[src/rtl/z80_bus_pkg.sv]
// rtl/z80_bus_pkg.sv - shared op codes, FSM encoding and strobe helpers for z80_bus_master
package z80_bus_pkg;

    localparam logic [2:0] OP_MEM_RD = 3'd0;
    localparam logic [2:0] OP_MEM_WR = 3'd1;
    localparam logic [2:0] OP_IO_RD  = 3'd2;
    localparam logic [2:0] OP_IO_WR  = 3'd3;
    localparam logic [2:0] OP_FETCH  = 3'd4;
    localparam logic [2:0] OP_HALT   = 3'd5;

    typedef enum logic [3:0] {
        S_IDLE,
        S_T1,
        S_T2,
        S_TW,
        S_T3,
        S_HALTED,
        S_IA1,
        S_IA2,
        S_IAW,
        S_IA3
    } state_t;

    // Strobe vector ordering: {mrq_n, ior_n, crd_n, cm1_n, hlt_n}
    localparam logic [4:0] STROBE_IDLE = 5'b11111;
    localparam logic [4:0] STROBE_IACK = 5'b10101;
    localparam logic [4:0] STROBE_HALT = 5'b11110;

    function automatic logic op_is_io(input logic [2:0] op);
        return (op == OP_IO_RD) || (op == OP_IO_WR);
    endfunction

    function automatic logic op_is_read(input logic [2:0] op);
        return (op == OP_MEM_RD) || (op == OP_IO_RD) || (op == OP_FETCH);
    endfunction

    // Active strobes for a normal memory/IO/fetch cycle
    function automatic logic [4:0] bus_strobes(input logic [2:0] op);
        return {op_is_io(op), !op_is_io(op), !op_is_read(op), op != OP_FETCH, 1'b1};
    endfunction

endpackage

[src/rtl/z80_wait_timer.sv]
// rtl/z80_wait_timer.sv - loadable 3-bit wait-state down-counter with hold and done flag
module z80_wait_timer (
    input  logic       clk,
    input  logic       rst,
    input  logic       hold,
    input  logic       load,
    input  logic [2:0] load_val,
    output logic       done
);

    logic [2:0] count;

    // Load takes priority; otherwise count down to zero unless held
    always_ff @(posedge clk) begin
        if (rst) begin
            count <= 3'd0;
        end else if (load) begin
            count <= load_val;
        end else if (!hold && (count != 3'd0)) begin
            count <= count - 3'd1;
        end
    end

    assign done = (count == 3'd0);

endmodule

[src/rtl/z80_bus_master.sv]
// rtl/z80_bus_master.sv - Z80-side bus initiator; optional Z80_BUS_IRQ_EN enables interrupt ack after any cycle
module z80_bus_master
    import z80_bus_pkg::*;
#(
    parameter int unsigned MEM_WAIT = 0,
    parameter int unsigned IO_WAIT  = 1
) (
    input  logic        mck,
    input  logic        rin,
    input  logic        pm1,
    input  logic        cmd_valid,
    output logic        cmd_ready,
    input  logic [2:0]  cmd_op,
    input  logic [15:0] cmd_addr,
    input  logic [7:0]  cmd_wdata,
    output logic        rsp_valid,
    output logic [7:0]  rsp_rdata,
    output logic        rsp_irq,
    output logic [15:0] ca,
    output logic [7:0]  cdo,
    input  logic [7:0]  cdi,
    output logic        mrq_n,
    output logic        ior_n,
    output logic        crd_n,
    output logic        cm1_n,
    output logic        hlt_n,
    input  logic        intb_n
);

    localparam logic [2:0] MEM_W = 3'(MEM_WAIT);
    localparam logic [2:0] IO_W  = 3'(IO_WAIT);

    state_t      state, state_d;
    logic [2:0]  op_q, op_d;
    logic [15:0] ca_d;
    logic [7:0]  cdo_d;
    logic [4:0]  strb, strb_d;
    logic        rsp_valid_d, rsp_irq_d;
    logic [7:0]  rsp_rdata_d;
    logic        tmr_load, tmr_done;
    logic [2:0]  tmr_val;
    logic [2:0]  cyc_wait;

    assign cmd_ready = (state == S_IDLE) && pm1 && !rin;
    assign cyc_wait  = op_is_io(op_q) ? IO_W : MEM_W;

    assign {mrq_n, ior_n, crd_n, cm1_n, hlt_n} = strb;

    z80_wait_timer u_wait (
        .clk      (mck),
        .rst      (rin),
        .hold     (!pm1),
        .load     (tmr_load),
        .load_val (tmr_val),
        .done     (tmr_done)
    );

    // State and bus output registers; reset aborts any cycle in flight
    always_ff @(posedge mck) begin
        if (rin) begin
            state     <= S_IDLE;
            op_q      <= 3'd0;
            ca        <= 16'h0000;
            cdo       <= 8'h00;
            strb      <= STROBE_IDLE;
            rsp_valid <= 1'b0;
            rsp_rdata <= 8'h00;
            rsp_irq   <= 1'b0;
        end else begin
            state     <= state_d;
            op_q      <= op_d;
            ca        <= ca_d;
            cdo       <= cdo_d;
            strb      <= strb_d;
            rsp_valid <= rsp_valid_d;
            rsp_rdata <= rsp_rdata_d;
            rsp_irq   <= rsp_irq_d;
        end
    end

    // Next-state and next-output logic; pm1 low freezes everything except HALTED
    always_comb begin
        state_d     = state;
        op_d        = op_q;
        ca_d        = ca;
        cdo_d       = cdo;
        strb_d      = strb;
        rsp_valid_d = 1'b0;
        rsp_irq_d   = 1'b0;
        rsp_rdata_d = rsp_rdata;
        tmr_load    = 1'b0;
        tmr_val     = 3'd0;

        unique case (state)
            S_IDLE: begin
                if (cmd_valid && cmd_ready) begin
                    ca_d  = cmd_addr;
                    cdo_d = cmd_wdata;
                    op_d  = cmd_op;
                    if (cmd_op > OP_HALT) begin
                        // Reserved op: answer immediately, no bus activity
                        rsp_valid_d = 1'b1;
                    end else begin
                        state_d = S_T1;
                    end
                end
            end
            S_T1: begin
                if (pm1) begin
                    if (op_q == OP_HALT) begin
                        ca_d    = {cdo, 8'h00};
                        strb_d  = STROBE_HALT;
                        state_d = S_HALTED;
                    end else begin
                        strb_d  = bus_strobes(op_q);
                        state_d = S_T2;
                    end
                end
            end
            S_T2: begin
                if (pm1) begin
                    if (cyc_wait != 3'd0) begin
                        tmr_load = 1'b1;
                        tmr_val  = cyc_wait - 3'd1;
                        state_d  = S_TW;
                    end else begin
                        state_d = S_T3;
                    end
                end
            end
            S_TW: begin
                if (pm1 && tmr_done) begin
                    state_d = S_T3;
                end
            end
            S_T3: begin
                if (pm1) begin
                    strb_d      = STROBE_IDLE;
                    rsp_valid_d = 1'b1;
                    if (op_is_read(op_q)) begin
                        rsp_rdata_d = cdi;
                    end
`ifdef Z80_BUS_IRQ_EN
                    state_d = intb_n ? S_IDLE : S_IA1;
`else
                    state_d = S_IDLE;
`endif
                end
            end
            S_HALTED: begin
                if (!intb_n) begin
                    strb_d  = STROBE_IDLE;
                    state_d = S_IA1;
                end
            end
            S_IA1: begin
                if (pm1) begin
                    strb_d  = STROBE_IACK;
                    state_d = S_IA2;
                end
            end
            S_IA2: begin
                if (pm1) begin
                    if (IO_W != 3'd0) begin
                        tmr_load = 1'b1;
                        tmr_val  = IO_W - 3'd1;
                        state_d  = S_IAW;
                    end else begin
                        state_d = S_IA3;
                    end
                end
            end
            S_IAW: begin
                if (pm1 && tmr_done) begin
                    state_d = S_IA3;
                end
            end
            S_IA3: begin
                if (pm1) begin
                    strb_d      = STROBE_IDLE;
                    rsp_valid_d = 1'b1;
                    rsp_irq_d   = 1'b1;
                    rsp_rdata_d = cdi;
                    state_d     = S_IDLE;
                end
            end
            default: begin
                state_d = S_IDLE;
                strb_d  = STROBE_IDLE;
            end
        endcase
    end

endmodule
[config.mk]
export PLATFORM = sky130hd
export DESIGN_NAME = z80_bus_master
export DESIGN_NICKNAME = d
export VERILOG_FILES = /design/src/rtl/z80_bus_pkg.sv /design/src/rtl/z80_wait_timer.sv /design/src/rtl/z80_bus_master.sv
export SDC_FILE = /design/constraint.sdc
export NUM_CORES = 1
export LEC_CHECK = 0
export CELL_PAD_IN_SITES_DETAIL_PLACEMENT = 1
export CELL_PAD_IN_SITES_GLOBAL_PLACEMENT = 1
export CORE_MARGIN = 2
export CORE_UTILIZATION = 37
export CTS_BUF_LIST = sky130_fd_sc_hd__clkbuf_4
export DETAILED_ROUTE_END_ITERATION = 8
export GPL_ROUTABILITY_DRIVEN = 0
export PLACE_DENSITY = 0.95
export SYNTH_ARGS = -nofsm -noshare
export SYNTH_HDL_FRONTEND = slang
export SYNTH_HIERARCHICAL = 1
export SYNTH_SLANG_ARGS = --single-unit
[constraint.sdc]
create_clock -name mck -period 5.4 [get_ports mck]
set_clock_uncertainty 0.1 [all_clocks]
set_input_delay 0.81 -clock mck [delete_from_list [all_inputs] [get_ports mck]]
set_output_delay 0.81 -clock mck [all_outputs]
set_load 0.02 [all_outputs]
==> flow_summary.json <==
{
  "outcome": "finished, final reports clean",
  "antenna_left": 0,
  "h-tree-depth": 2,
  "cp_cell_sequence": "clkdlybuf4s50_1 -> inv_1 -> nor3_1 -> buf_4 -> clkdlybuf4s50_1",
  "worstPathArrival_ns": 2.70,
  "maxSlewViolCount": 0,
  "p_total_uw": 953,
  "syn-instance-count": 270,
  "fin_nets": 383,
  "ys_seq_area_frac": 0.414,
  "crit_type": "input pin to primary output",
  "pwr_density_cell_nw_per_um2": 293,
  "root_buffer": "clkbuf_4",
  "ys_types": 44,
  "drc": 0,
  "dpl_cell_area_um2": 3190,
  "max_freq_ghz": 0.277,
  "drt_pre_antenna_iters": 5,
  "yosysMostFrequentCell": "dfxtp_1",
  "p_leak_uw": 0.00115,
  "synth-seq-cells": 49,
  "fin_area_um2": 3260,
  "path_max_fanout": 11,
  "tightest_slew_ns": 0.859,
  "drt-wirelength-per-cell_um": 15.9,
  "synth_top_area_frac": 0.414,
  "grt_pass1_wl_mm": 10.8,
  "peakVddDrop_v": 0.000144,
  "place_ws_ns": 1.79,
  "synthTopCellsByArea": "dfxtp_1 (41%), mux2i_1 (11%), nor2_1 (5.7%), a211oi_2 (4.2%), a21oi_1 (3.8%)",
  "max_cap_violations": 0,
  "cp_common_cell": "clkdlybuf4s50_1",
  "initialDrtViolationCount": 106,
  "start_kind": "input pin",
  "min_path_type": "flip-flop to flip-flop",
  "ys.flop_type": "dfxtp_1",
  "synth_edf_count": 0,
  "finalHoldViolations": 0,
  "drt_wl_total_mm": 6.66,
  "cts_hold_buf": 0,
  "max-clock-path-buffers": 2,
  "netlist_area_um2": 2370,
  "endpoint_kind": "primary output",
  "die_y_um": 84.0,
  "rows": 29,
  "post-route-period-util": 0.669,
  "tns_ns": 0,
  "die_area_um2": 7060,
  "first_global_vias": 2286,
  "yosys.area.top_type": "dfxtp_1",
  "io_pins": 80,
  "post_cts_buffers": 0,
  "ys_warn_count": 6,
  "io_buffers": 79,
  "setup_ws_ns": 1.79,
  "hpwl_mm": 4.83,
  "relSlewSlack": 0.426,
  "n_antenna_cell": 0,
  "area_delta_synth_final_pct": 37.5,
  "grt_start_max_net_pins": 52,
  "final_core_util": 0.519,
  "cts_resized": 0,
  "clk_latency_ns": 0.38,
  "start_util": 0.377,
  "async_flop_share": 0,
  "slowest_stage": "clkdlybuf4s50_1",
  "avgSynthCellArea_um2": 8.77,
  "numClockSinks": 49,
  "core_area_um2": 6280,
  "drive_above_1_share": 0.0848,
  "netlist_top_cells_count": "dfxtp_1 (49), nor2_1 (36), mux2i_1 (27), nand2_1 (24), a21oi_1 (18)",
  "crit_path_max_incr_delay_ns": 0.64,
  "cts_tree": "done",
  "avgViaCountPerCell": 5.16,
  "antenna_found_initial": 0,
  "grt_overflow_total": 0,
  "setup_viol": 0,
  "cts_inserted_buffers": 5,
  "num_vias": 2163,
  "post-route-min-period_ns": 3.61,
  "cp.required_ns": 4.49,
  "die_x_um": 84.0,
  "track_usage": 0.189,
  "clk_pin_slew_ns": 0.16,
  "rsz0062_at_grt": "no"
}
worst max-delay path, delay by kind of cell:
kind	cells	cell delay (ns)
buf+inv	4	1.65
simple gates	1	0.24
kinds of logic (layout without fill, tap and decap cells):
kind of cell               Yosys count  count (layout)  synth area share
and+or+nand+nor                    113             113             0.249
muxes                               27              27             0.114
DFF                                 49              49             0.414
AOI/OAI and AO/OA                   49              49             0.155
xor gates and xnor gates             1               1           0.00370
adders and majority gates            2               2            0.0106
other                                1               3           0.00158
buffers and inverters               28              98            0.0523
area by class of cell:
| type | count | area [um2] |
|---|---|---|
| Clock buffer | 5 | 37.5 |
| Clock inverter | 3 | 25.0 |
| Fill cell | 736 | 3020 |
| Inverter | 8 | 30.0 |
| Multi-Input combinational cell | 195 | 1280 |
| Sequential cell | 49 | 981 |
| Tap cell | 77 | 96.3 |
| Timing Repair Buffer | 82 | 808 |
per-layer routing:
metal / vias to the layer above / GRT usage / share of wire
met5: - / 0 / 0
met4: 0 / 0.0572 / 0.011
met3: 6 / 0.0435 / 0.044
met2: 51 / 0.335 / 0.52
met1: 1037 / 0.226 / 0.42
li1: 1069 / - / -
cells in the final DEF (no fill, tap or decap), types with 3 or more instances in the layout:
master,count
nor3b_1,3
conb_1,3
a21oi_1,18
o21bai_1,3
buf_4,3
or3_1,3
o21ai_0,5
inv_1,8
nand3_1,10
dfxtp_1,49
nor2b_1,13
mux2i_1,27
nor2_1,36
nand2_1,24
clkdlybuf4s50_1,78
nand3b_1,5
clkbuf_4,5
a211o_1,3
a211oi_2,8
state kept, by name, summed over array words and instances (netlist names):
register,flops
cdo,8
rsp_valid,1
u_wait/count,3
rsp_rdata,8
op_q,3
ca,16
strb,5
state,4
rsp_irq,1
power by group:
| part | switching (uW) | internal [uW] |
|---|---|---|
| Combinational | 174 | 163 |
| Clock | 134 | 53.5 |
| Sequential | 34.8 | 394 |
path summary, 6_finish.rpt:
check,start,end,slack [ns],cells after the start
worst max register to register,state[2],ca[2],2.55,5
worst min-delay path,cdo[5],cdo[5],0.40,2
worst min register to register,cdo[5],cdo[5],0.40,2
worst max-delay path,pm1,cmd_ready,1.79,5
through the flow:
step	hold WS, ns	instances
finish	0.396	419
detailed placement	0.373	411
CTS	0.396	419
global route	0.423	419
global placement	0.359	411
floorplan	0.370	272
Power figures use the tool's default switching activity.
==> RTL edit, RTL diff (config.mk and constraints unchanged) <==
Put one more register stage on the output `rsp_irq`, without a reset. The value now appears one clock later. The other outputs are not delayed to match.
--- a/src/rtl/z80_bus_master.sv
+++ b/src/rtl/z80_bus_master.sv
@@ -31,4 +31,6 @@
     localparam logic [2:0] IO_W  = 3'(IO_WAIT);
 
+    logic rsp_irq_s0;
+
     state_t      state, state_d;
     logic [2:0]  op_q, op_d;
@@ -66,5 +68,5 @@
             rsp_valid <= 1'b0;
             rsp_rdata <= 8'h00;
-            rsp_irq   <= 1'b0;
+            rsp_irq_s0 <= 1'b0;
         end else begin
             state     <= state_d;
@@ -75,5 +77,5 @@
             rsp_valid <= rsp_valid_d;
             rsp_rdata <= rsp_rdata_d;
-            rsp_irq   <= rsp_irq_d;
+            rsp_irq_s0 <= rsp_irq_d;
         end
     end
@@ -192,3 +194,7 @@
     end
 
+    always_ff @(posedge mck) begin
+        rsp_irq <= rsp_irq_s0;
+    end
+
 endmodule
Check against the original RTL: not equivalent (Yosys sat finds a counterexample within 10 cycles, from zero or initial values).
==> RTL edit against the original RTL <==
Final area up 0.12%. Wire length decreased by 0.99%. Sequential cell count up 1. Area after synthesis increased by 1.0%. Fmax fell by 7.1%. Count of clock-buffer cells in the layout did not move. Power rose by 11%. Setup slack worse by 0.27 ns. Largest cell class unchanged.
==> RTL edit: results (changes against the original RTL) <==
metric,value,unit,change
wirelength,6.59,mm,was 6.66 mm
grt_max_degree,45,,was 52
hp-start,rsp_irq_s0,,was cdo[5]
place_area,3200,um^2,was 3190 um^2
seq_area_frac_synth,41.8,%,was 41.4%
firstDrtPassIters,4,,was 5
drt_iter0_drc,196,,was 106
tightest_slew,0.911,ns,was 0.859 ns
grt_pass1_vias,2339,,was 2286
max_stage_delay,0.74,ns,was 0.64 ns
synthDistinctLibCells,51,,was 44
wl_met2,3.29,mm,was 3.47 mm
synth_mux_area_share,12.1,%,was 11.4%
crit_arrival,2.98,ns,was 2.70 ns
synth-compound-area-share,16.2,%,was 15.5%
vias,2248,,was 2163
drive_gt1_share,4.35,%,was 8.48%
rrSetupSlack,2.54,ns,was 2.55 ns
top_regs,"ca (16), cdo (8), rsp_rdata (8)",,unchanged
min_to,rsp_irq,,was cdo[5]
nets,386,,was 383
rr_endpoint,rsp_valid,,was ca[2]
power.switching,404,uW,was 342 uW
track_usage,19.3,%,was 18.9%
grt_pass1_wl,11.2,mm,was 10.8 mm
peakVddDrop,158,uV,was 144 uV
min_path_cells,0,,was 2
status,completed,,unchanged
p_leak,1.11,nW,was 1.15 nW
dp_hpwl,4.86,mm,was 4.83 mm
synth_xor_xnor_area_share,0.366,%,was 0.370%
routedLengthMet1,2.84,mm,was 2.82 mm
ys_top_cells_by_count,"dfxtp_1 (50), nor2_1 (34), mux2i_1 (29), nand2_1 (23), a21oi_1 (16)",,"was dfxtp_1 (49), nor2_1 (36), mux2i_1 (27), nand2_1 (24), a21oi_1 (18)"
synth.area.top_cells,"dfxtp_1 (42%), mux2i_1 (12%), nor2_1 (5.3%)",,"was dfxtp_1 (41%), mux2i_1 (11%), nor2_1 (5.7%)"
fillerInstances,758,,was 736
dr.max_layer_used,met4,,unchanged
[RTL edit: through the flow]
| step | power [mW] | setup slack (ns) | utilization, % | std cells | hold WS [ns] |
|---|---|---|---|---|---|
| detailed placement | 0.891 | 1.55 | 50.7 | 414 | 0.214 |
| CTS | 1.07 | 1.53 | 51.6 | 422 | 0.259 |
| global placement | 0.870 | 1.57 | 50.7 | 414 | 0.212 |
| global route | 1.14 | 1.31 | 51.6 | 422 | 0.254 |
| floorplan | 0.761 | 3.13 | - | 275 | 0.210 |
| finish | 1.06 | 1.51 | 51.6 | 422 | 0.255 |
[RTL edit: kinds of logic after synthesis]
family	after synthesis
compound gates	57
xor+xnor	1
fa+ha+maj	2
mux	29
buf+inv	26
flops	50
other cells	1
simple gates	107
[RTL edit: area by class of cell]
type	instances	share of cell area [%]
multi-input cells	199	39.0
flip-flops and latches	50	30.7
repair buffers	81	24.7
well taps	77	2.96
clock buffers	5	1.15
inverters	7	0.806
clock inverters	3	0.614
[RTL edit: worst register-to-register path, stage by stage, from the launching register on]
cell,delay (ns)
dfxtp_1,0.63
or4_1,0.68
nor3_2,0.56
nand2_1,0.45
o22a_1,0.32
nor2_1,0.08
[RTL edit: power groups by stage]
stage / registers (mW) / clock network [mW] / logic [mW]
floorplan: 0.456 / 0 / 0.305
global placement: 0.462 / 0 / 0.408
global route: 0.467 / 0.200 / 0.470
detailed placement: 0.466 / 0 / 0.425
CTS: 0.458 / 0.185 / 0.427
finish: 0.458 / 0.176 / 0.426
[RTL edit: routing by layer]
layer	track usage, %	vias to the layer above
met1	24.4	1074
met2	32.8	65
met3	4.82	6
met4	5.19	0
li1	-	1103
met5	0	-
